## config.mk

```make
export PLATFORM = sky130hd
export DESIGN_NAME = div_arbiter
export DESIGN_NICKNAME = d
export VERILOG_FILES = /design/src/rtl/div_pkg.sv /design/src/rtl/rr_arbiter.sv /design/src/rtl/div_arbiter.sv
export SDC_FILE = /design/constraint.sdc
export NUM_CORES = 1
export LEC_CHECK = 0
export CORE_UTILIZATION = 45
export DETAILED_ROUTE_END_ITERATION = 10
export PLACE_DENSITY = 0.87
export SYNTH_ARGS = -nofsm -noshare
export SYNTH_HDL_FRONTEND = slang
export SYNTH_SLANG_ARGS = --single-unit
```

## constraint.sdc

```tcl
create_clock -name clk -period 7.3 [get_ports clk]
set_clock_uncertainty 0.15 [all_clocks]
set_input_delay 1.095 -clock clk [delete_from_list [all_inputs] [get_ports clk]]
set_output_delay 1.095 -clock clk [all_outputs]
set_load 0.005 [all_outputs]
```

## src/rtl/div_pkg.sv

```systemverilog
// rtl/div_pkg.sv - shared widths, watchdog limit and FSM encoding for div_arbiter
package div_pkg;
   localparam int DVEND_W_DEF = 16;
   localparam int DVSOR_W_DEF = 8;
   localparam int TMO_CYC_DEF = 31;

   typedef enum logic [1:0] {
      IDLE   = 2'd0,
      LAUNCH = 2'd1,
      RUN    = 2'd2,
      DONE   = 2'd3
   } div_state_e;
endpackage

```

## src/rtl/rr_arbiter.sv

```systemverilog
// rtl/rr_arbiter.sv - combinational round-robin pick, search starts at ptr
module rr_arbiter #(
   parameter int NREQ = 4,
   parameter int PW   = (NREQ > 1) ? $clog2(NREQ) : 1
) (
   input  logic [NREQ-1:0] req,
   input  logic [PW-1:0]   ptr,
   output logic [NREQ-1:0] grant
);
   logic          found;
   logic [PW-1:0] idx;

   always_comb begin
      grant = '0;
      found = 1'b0;
      idx   = '0;
      for (int off = 0; off < NREQ; off++) begin
         idx = PW'((int'(ptr) + off) % NREQ);
         if (!found && req[idx]) begin
            grant[idx] = 1'b1;
            found      = 1'b1;
         end
      end
   end
endmodule

```

## src/rtl/div_arbiter.sv

```systemverilog
// rtl/div_arbiter.sv - shares one divider among NREQ requesters, round-robin
// Optional RUN-state watchdog enabled by DIV_TIMEOUT_EN.
module div_arbiter
   import div_pkg::*;
#(
   parameter int NREQ    = 4,
   parameter int DVEND_W = DVEND_W_DEF,
   parameter int DVSOR_W = DVSOR_W_DEF,
   parameter int TMO_CYC = TMO_CYC_DEF
) (
   input  logic                      clk,
   input  logic                      rst,
   input  logic [NREQ-1:0]           req,
   input  logic [NREQ*DVEND_W-1:0]   dividend_in,
   input  logic [NREQ*DVSOR_W-1:0]   divisor_in,
   output logic [NREQ-1:0]           grant,
   output logic [NREQ-1:0]           done,
   output logic [DVSOR_W-1:0]        quotient,
   output logic [DVSOR_W-1:0]        remainder,
   output logic                      v,
   output logic                      err,
   output logic                      div_st,
   output logic [DVEND_W-1:0]        div_dividend,
   output logic [DVSOR_W-1:0]        div_divisor,
   input  logic                      div_ready,
   input  logic                      div_v,
   input  logic [DVSOR_W-1:0]        div_quotient,
   input  logic [DVSOR_W-1:0]        div_remainder
);
   localparam int PW = (NREQ > 1) ? $clog2(NREQ) : 1;

   div_state_e          state_q, state_d;
   logic [NREQ-1:0]     grant_q, grant_d, done_q, done_d, arb_grant;
   logic                div_st_q, div_st_d, v_q, v_d, sticky_q, sticky_d;
   logic [DVEND_W-1:0]  dvd_q, dvd_d, win_dvd;
   logic [DVSOR_W-1:0]  dvs_q, dvs_d, win_dvs, quot_q, quot_d, rem_q, rem_d;
   logic [PW-1:0]       ptr_q, ptr_d, win_idx;

`ifdef DIV_TIMEOUT_EN
   localparam int TW = $clog2(TMO_CYC + 1);
   logic          err_q, err_d;
   logic [TW-1:0] tmo_q, tmo_d;
   assign err = err_q;
`else
   assign err = (TMO_CYC < 0);
`endif

   rr_arbiter #(.NREQ(NREQ), .PW(PW)) u_rr (
      .req   (req),
      .ptr   (ptr_q),
      .grant (arb_grant)
   );

   always_comb begin
      win_idx = '0;
      win_dvd = '0;
      win_dvs = '0;
      for (int i = 0; i < NREQ; i++) begin
         if (arb_grant[i]) begin
            win_idx = PW'(i);
            win_dvd = dividend_in[i*DVEND_W +: DVEND_W];
            win_dvs = divisor_in[i*DVSOR_W +: DVSOR_W];
         end
      end
   end

   always_comb begin
      state_d  = state_q;
      grant_d  = grant_q;
      done_d   = '0;
      div_st_d = 1'b0;
      dvd_d    = dvd_q;
      dvs_d    = dvs_q;
      quot_d   = quot_q;
      rem_d    = rem_q;
      v_d      = v_q;
      sticky_d = sticky_q;
      ptr_d    = ptr_q;
`ifdef DIV_TIMEOUT_EN
      err_d    = err_q;
      tmo_d    = tmo_q;
`endif
      unique case (state_q)
         IDLE: begin
            // A launch is only legal once the divider reports ready.
            if (|req && div_ready) begin
               grant_d  = arb_grant;
               dvd_d    = win_dvd;
               dvs_d    = win_dvs;
               ptr_d    = PW'((int'(win_idx) + 1) % NREQ);
               div_st_d = 1'b1;
               state_d  = LAUNCH;
            end
         end
         LAUNCH: begin
            state_d = RUN;
`ifdef DIV_TIMEOUT_EN
            tmo_d   = '0;
`endif
         end
         RUN: begin
            sticky_d = sticky_q | div_v;
            if (div_ready) begin
               quot_d  = div_quotient;
               rem_d   = div_remainder;
               v_d     = sticky_q | div_v;
               done_d  = grant_q;
               state_d = DONE;
            end
`ifdef DIV_TIMEOUT_EN
            else if (tmo_q == TW'(TMO_CYC - 1)) begin
               v_d     = 1'b1;
               err_d   = 1'b1;
               done_d  = grant_q;
               state_d = DONE;
            end else begin
               tmo_d = tmo_q + 1'b1;
            end
`endif
         end
         DONE: begin
            grant_d  = '0;
            sticky_d = 1'b0;
            state_d  = IDLE;
         end
         default: state_d = IDLE;
      endcase
   end

   always_ff @(posedge clk) begin
      if (rst) begin
         state_q  <= IDLE;
         grant_q  <= '0;
         done_q   <= '0;
         div_st_q <= 1'b0;
         dvd_q    <= '0;
         dvs_q    <= '0;
         quot_q   <= '0;
         rem_q    <= '0;
         v_q      <= 1'b0;
         sticky_q <= 1'b0;
         ptr_q    <= '0;
`ifdef DIV_TIMEOUT_EN
         err_q    <= 1'b0;
         tmo_q    <= '0;
`endif
      end else begin
         state_q  <= state_d;
         grant_q  <= grant_d;
         done_q   <= done_d;
         div_st_q <= div_st_d;
         dvd_q    <= dvd_d;
         dvs_q    <= dvs_d;
         quot_q   <= quot_d;
         rem_q    <= rem_d;
         v_q      <= v_d;
         sticky_q <= sticky_d;
         ptr_q    <= ptr_d;
`ifdef DIV_TIMEOUT_EN
         err_q    <= err_d;
         tmo_q    <= tmo_d;
`endif
      end
   end

   assign grant        = grant_q;
   assign done         = done_q;
   assign div_st       = div_st_q;
   assign div_dividend = dvd_q;
   assign div_divisor  = dvs_q;
   assign quotient     = quot_q;
   assign remainder    = rem_q;
   assign v            = v_q;
endmodule

```

==> results.py <==
metrics = {
    "run_status": {
        "status": "completed",
    },
    "power_and_ir_drop": {
        "ir_drop_mv": 0.247,
        "powerDensity_nw_per_um2": 387,
        "p_seq_frac": 0.231,
        "combPwrFrac": 0.682,
        "p_switching_mw": 0.977,
        "power.internal_mw": 1.09,
        "p_clk_frac": 0.087,
        "leakage_nw": 1.78,
        "switching_share": 0.473,
    },
    "timing": {
        "slew_violations": 0,
        "post-route-period-util": 0.539,
        "fin_hold_ws_ns": 0.310,
        "setup_tns_ns": 0,
        "tightestPinTransition_ns": 1.15,
        "clock.fmax_mhz": 254,
        "setup_viol": 0,
        "hold_viol_final": 0,
        "slew_headroom": 0.230,
        "min_period_ns": 3.93,
        "rsz0062_at_grt": "false",
    },
    "clocking": {
        "clockBufferDepth": 2,
        "clk-insertion-delay-late_ns": 0.30,
        "cts_root_buf": "clkbuf_8",
        "cts-htree-levels": 2,
        "cts_tree": "built",
        "ctsResizeCount": 0,
        "cts-buffers-inserted": 5,
        "cts_setup_buffers": 0,
        "clkTransAtPathRegs_ns": 0.10,
        "hold_buffers": 0,
        "cts_sinks": 55,
    },
    "floorplan": {
        "die_w_um": 92.0,
        "fp.dieArea_sq_um": 8460,
        "rows": 32,
        "io_pins": 171,
        "die_h_um": 92.0,
        "core-area_sq_um": 7770,
        "initial_utilization": 0.469,
    },
    "worst_setup_path": {
        "cp.depth": 7,
        "critical_path.startpoint_type": "input port",
        "ff2ff_path_depth": 7,
        "crit_family": "compound AO/OA/AOI/OAI gates",
        "worstPathCellList": "clkdlybuf4s50_1, nor2_1, nand3b_1, o21ai_0, a31o_4, nor4b_2, o31a_1",
        "worst-endpoint-required_ns": 7.35,
        "crit_fanout": 75,
        "crit_buf_inv": 1,
        "critPathCaptureType": "flop",
        "crit_arrival_ns": 3.98,
        "crit_path_max_incr_delay_ns": 0.89,
        "cpMaxStageDelayCell": "a31o_4",
        "path_class": "input port to flop",
    },
    "grt": {
        "track_usage": 0.258,
        "gr-total-overflow": 0,
        "first_global_vias": 3685,
        "antenna_found_initial": 0,
        "grt_max_degree": 76,
        "grt_pass1_wl_um": 17700,
    },
    "synth": {
        "syn_avg_cell_area_sq_um": 8.95,
        "syn_inst": 407,
        "synthesis.nets": 537,
        "seq_area_frac_synth": 0.302,
        "synth_cell_types": 40,
        "ys_ff_latch": 55,
        "synthesis.area_sq_um": 3640,
        "synthesis.yosys.warnings": 0,
    },
    "layout": {
        "syn_to_final_growth_pct": 46.4,
        "antenna_cells": 0,
        "nets": 677,
        "drive_gt1_frac": 0.0876,
        "nFillCells": 619,
        "final_area_sq_um": 5340,
        "utilization": 0.687,
    },
    "route": {
        "detail-route-antenna-nets": 0,
        "drt-pass1-iter-count": 4,
        "num_vias": 3771,
        "vias_per_cell": 5.80,
        "drc": 0,
        "wl_per_cell_um": 16.9,
        "routed_wl_um": 11000,
        "drt_iter0_drc": 247,
    },
    "place": {
        "port_buffers": 169,
        "post-dp-hpwl_um": 7590,
        "gp_congestion": 0.790,
        "place_area_sq_um": 5240,
    },
    "job": {
        "max_cap_violations": 0,
    },
    "hold_path": {
        "hold_depth": 2,
        "holdCritPathClass": "flop to flop",
    },
}
[power groups by stage]
stage,sequential (mW),clock [mW],combinational (mW)
2_1_floorplan,0.464,0,1.12
3_3_place_gp,0.476,0,1.38
4_1_cts,0.475,0.184,1.42
3_5_place_dp,0.480,0,1.41
6_report,0.476,0.181,1.41
5_1_grt,0.489,0.197,1.53
[worst paths after layout]
check | end | startpoint | slack (ns)
worst min-delay path | quotient[4] | quotient[4] | 0.31
worst max register to register | div_dividend[12] | ptr_q[0] | 3.69
worst min register to register | quotient[4] | quotient[4] | 0.31
worst max-delay path | div_dividend[12] | req[0] | 3.37
[tightest hold or removal path, stage by stage, from the launching register on]
cell     delay (ns)
dfxtp_1        0.32
nand2_1        0.05
a21oi_1        0.05
[flip-flops by register name (all words and copies together) (netlist names), 2 cells and up]
register / cells
ptr_q: 2
div_divisor: 8
remainder: 8
done: 4
grant: 4
div_dividend: 16
quotient: 8
state_q: 2
[layout make-up]
cell class	count	area, sq um	share of cell area
tap	102	128	0.0239
sequential	55	1100	0.206
timing repair buffer	172	1710	0.320
clock buffer	6	82.6	0.0155
multi-input combinational	305	2270	0.425
inverter	8	30.0	0.00563
clock inverter	2	16.3	0.00305
[metal layers]
metal / vias to the layer above / track usage / wire length [um]
met1: 1788 / 0.312 / 4470
met4: 0 / 0.0859 / 208
met3: 18 / 0.0522 / 919
met5: - / 0 / 0
met2: 172 / 0.453 / 5410
li1: 1793 / - / -
[cell families after synthesis]
logic type,count (synthesis),share of synthesized area
AOI/OAI and AO/OA,116,0.265
adders and majority gates,10,0.0343
buffers and inverters,47,0.0762
DFF,55,0.302
muxes,5,0.0275
other,1,0.00103
and+or+nand+nor,173,0.294
[per-stage QoR]
step                      total power [mW]  setup WS (ns)  std cells
after floorplan                       1.58           4.29        407
after global placement                1.85           3.17        642
after detailed placement              1.89           3.07        642
after CTS                             2.08           3.41        650
after global routing                  2.22           3.20        650
final                                 2.06           3.37        650
[layout by cell type, fill, tap and decap left out, types with 4 or more instances in the layout]
cell type,instances
clkdlybuf4s50_1,168
nor2_1,62
dfxtp_1,55
nand2_1,39
nor3b_1,29
a21oi_1,25
a211oi_1,25
a221o_1,24
o31a_1,24
nor4b_2,23
ha_1,10
inv_1,8
clkbuf_8,6
nand2b_1,4
nand3b_1,4
mux4_2,4
nor2b_1,4
[Yosys cell counts (all sizes together)]
| cell type | count | area share |
|---|---|---|
| buf | 23 | 0.052 |
| o31ai | 1 | 0.0058 |
| o41ai | 2 | 0.0069 |
| nor3b | 29 | 0.060 |
| and2 | 2 | 0.0034 |
| conb | 1 | 0.0010 |
| o32a | 1 | 0.0027 |
| dfxtp | 55 | 0.30 |
| a221o | 24 | 0.066 |
| nand2 | 39 | 0.040 |
| nor2 | 63 | 0.065 |
| a211oi | 26 | 0.055 |
| a22oi | 3 | 0.0062 |
| a21oi | 26 | 0.037 |
| nor2b | 4 | 0.0069 |
| clkbuf | 16 | 0.016 |
| a32o | 1 | 0.0027 |
| inv | 8 | 0.0082 |
| a31oi | 1 | 0.0058 |
| o31a | 24 | 0.058 |
| nand2b | 4 | 0.0069 |
| mux4 | 4 | 0.025 |
| o21ai | 3 | 0.0041 |
| mux2i | 1 | 0.0027 |
| a311o | 1 | 0.0027 |
| nor3 | 3 | 0.0041 |
| nand3b | 4 | 0.0082 |
| a31o | 1 | 0.0048 |
| o41a | 1 | 0.0031 |
| a32oi | 1 | 0.0045 |
| nor4b | 25 | 0.10 |
| ha | 10 | 0.034 |
(Power assumes the default switching activity.)
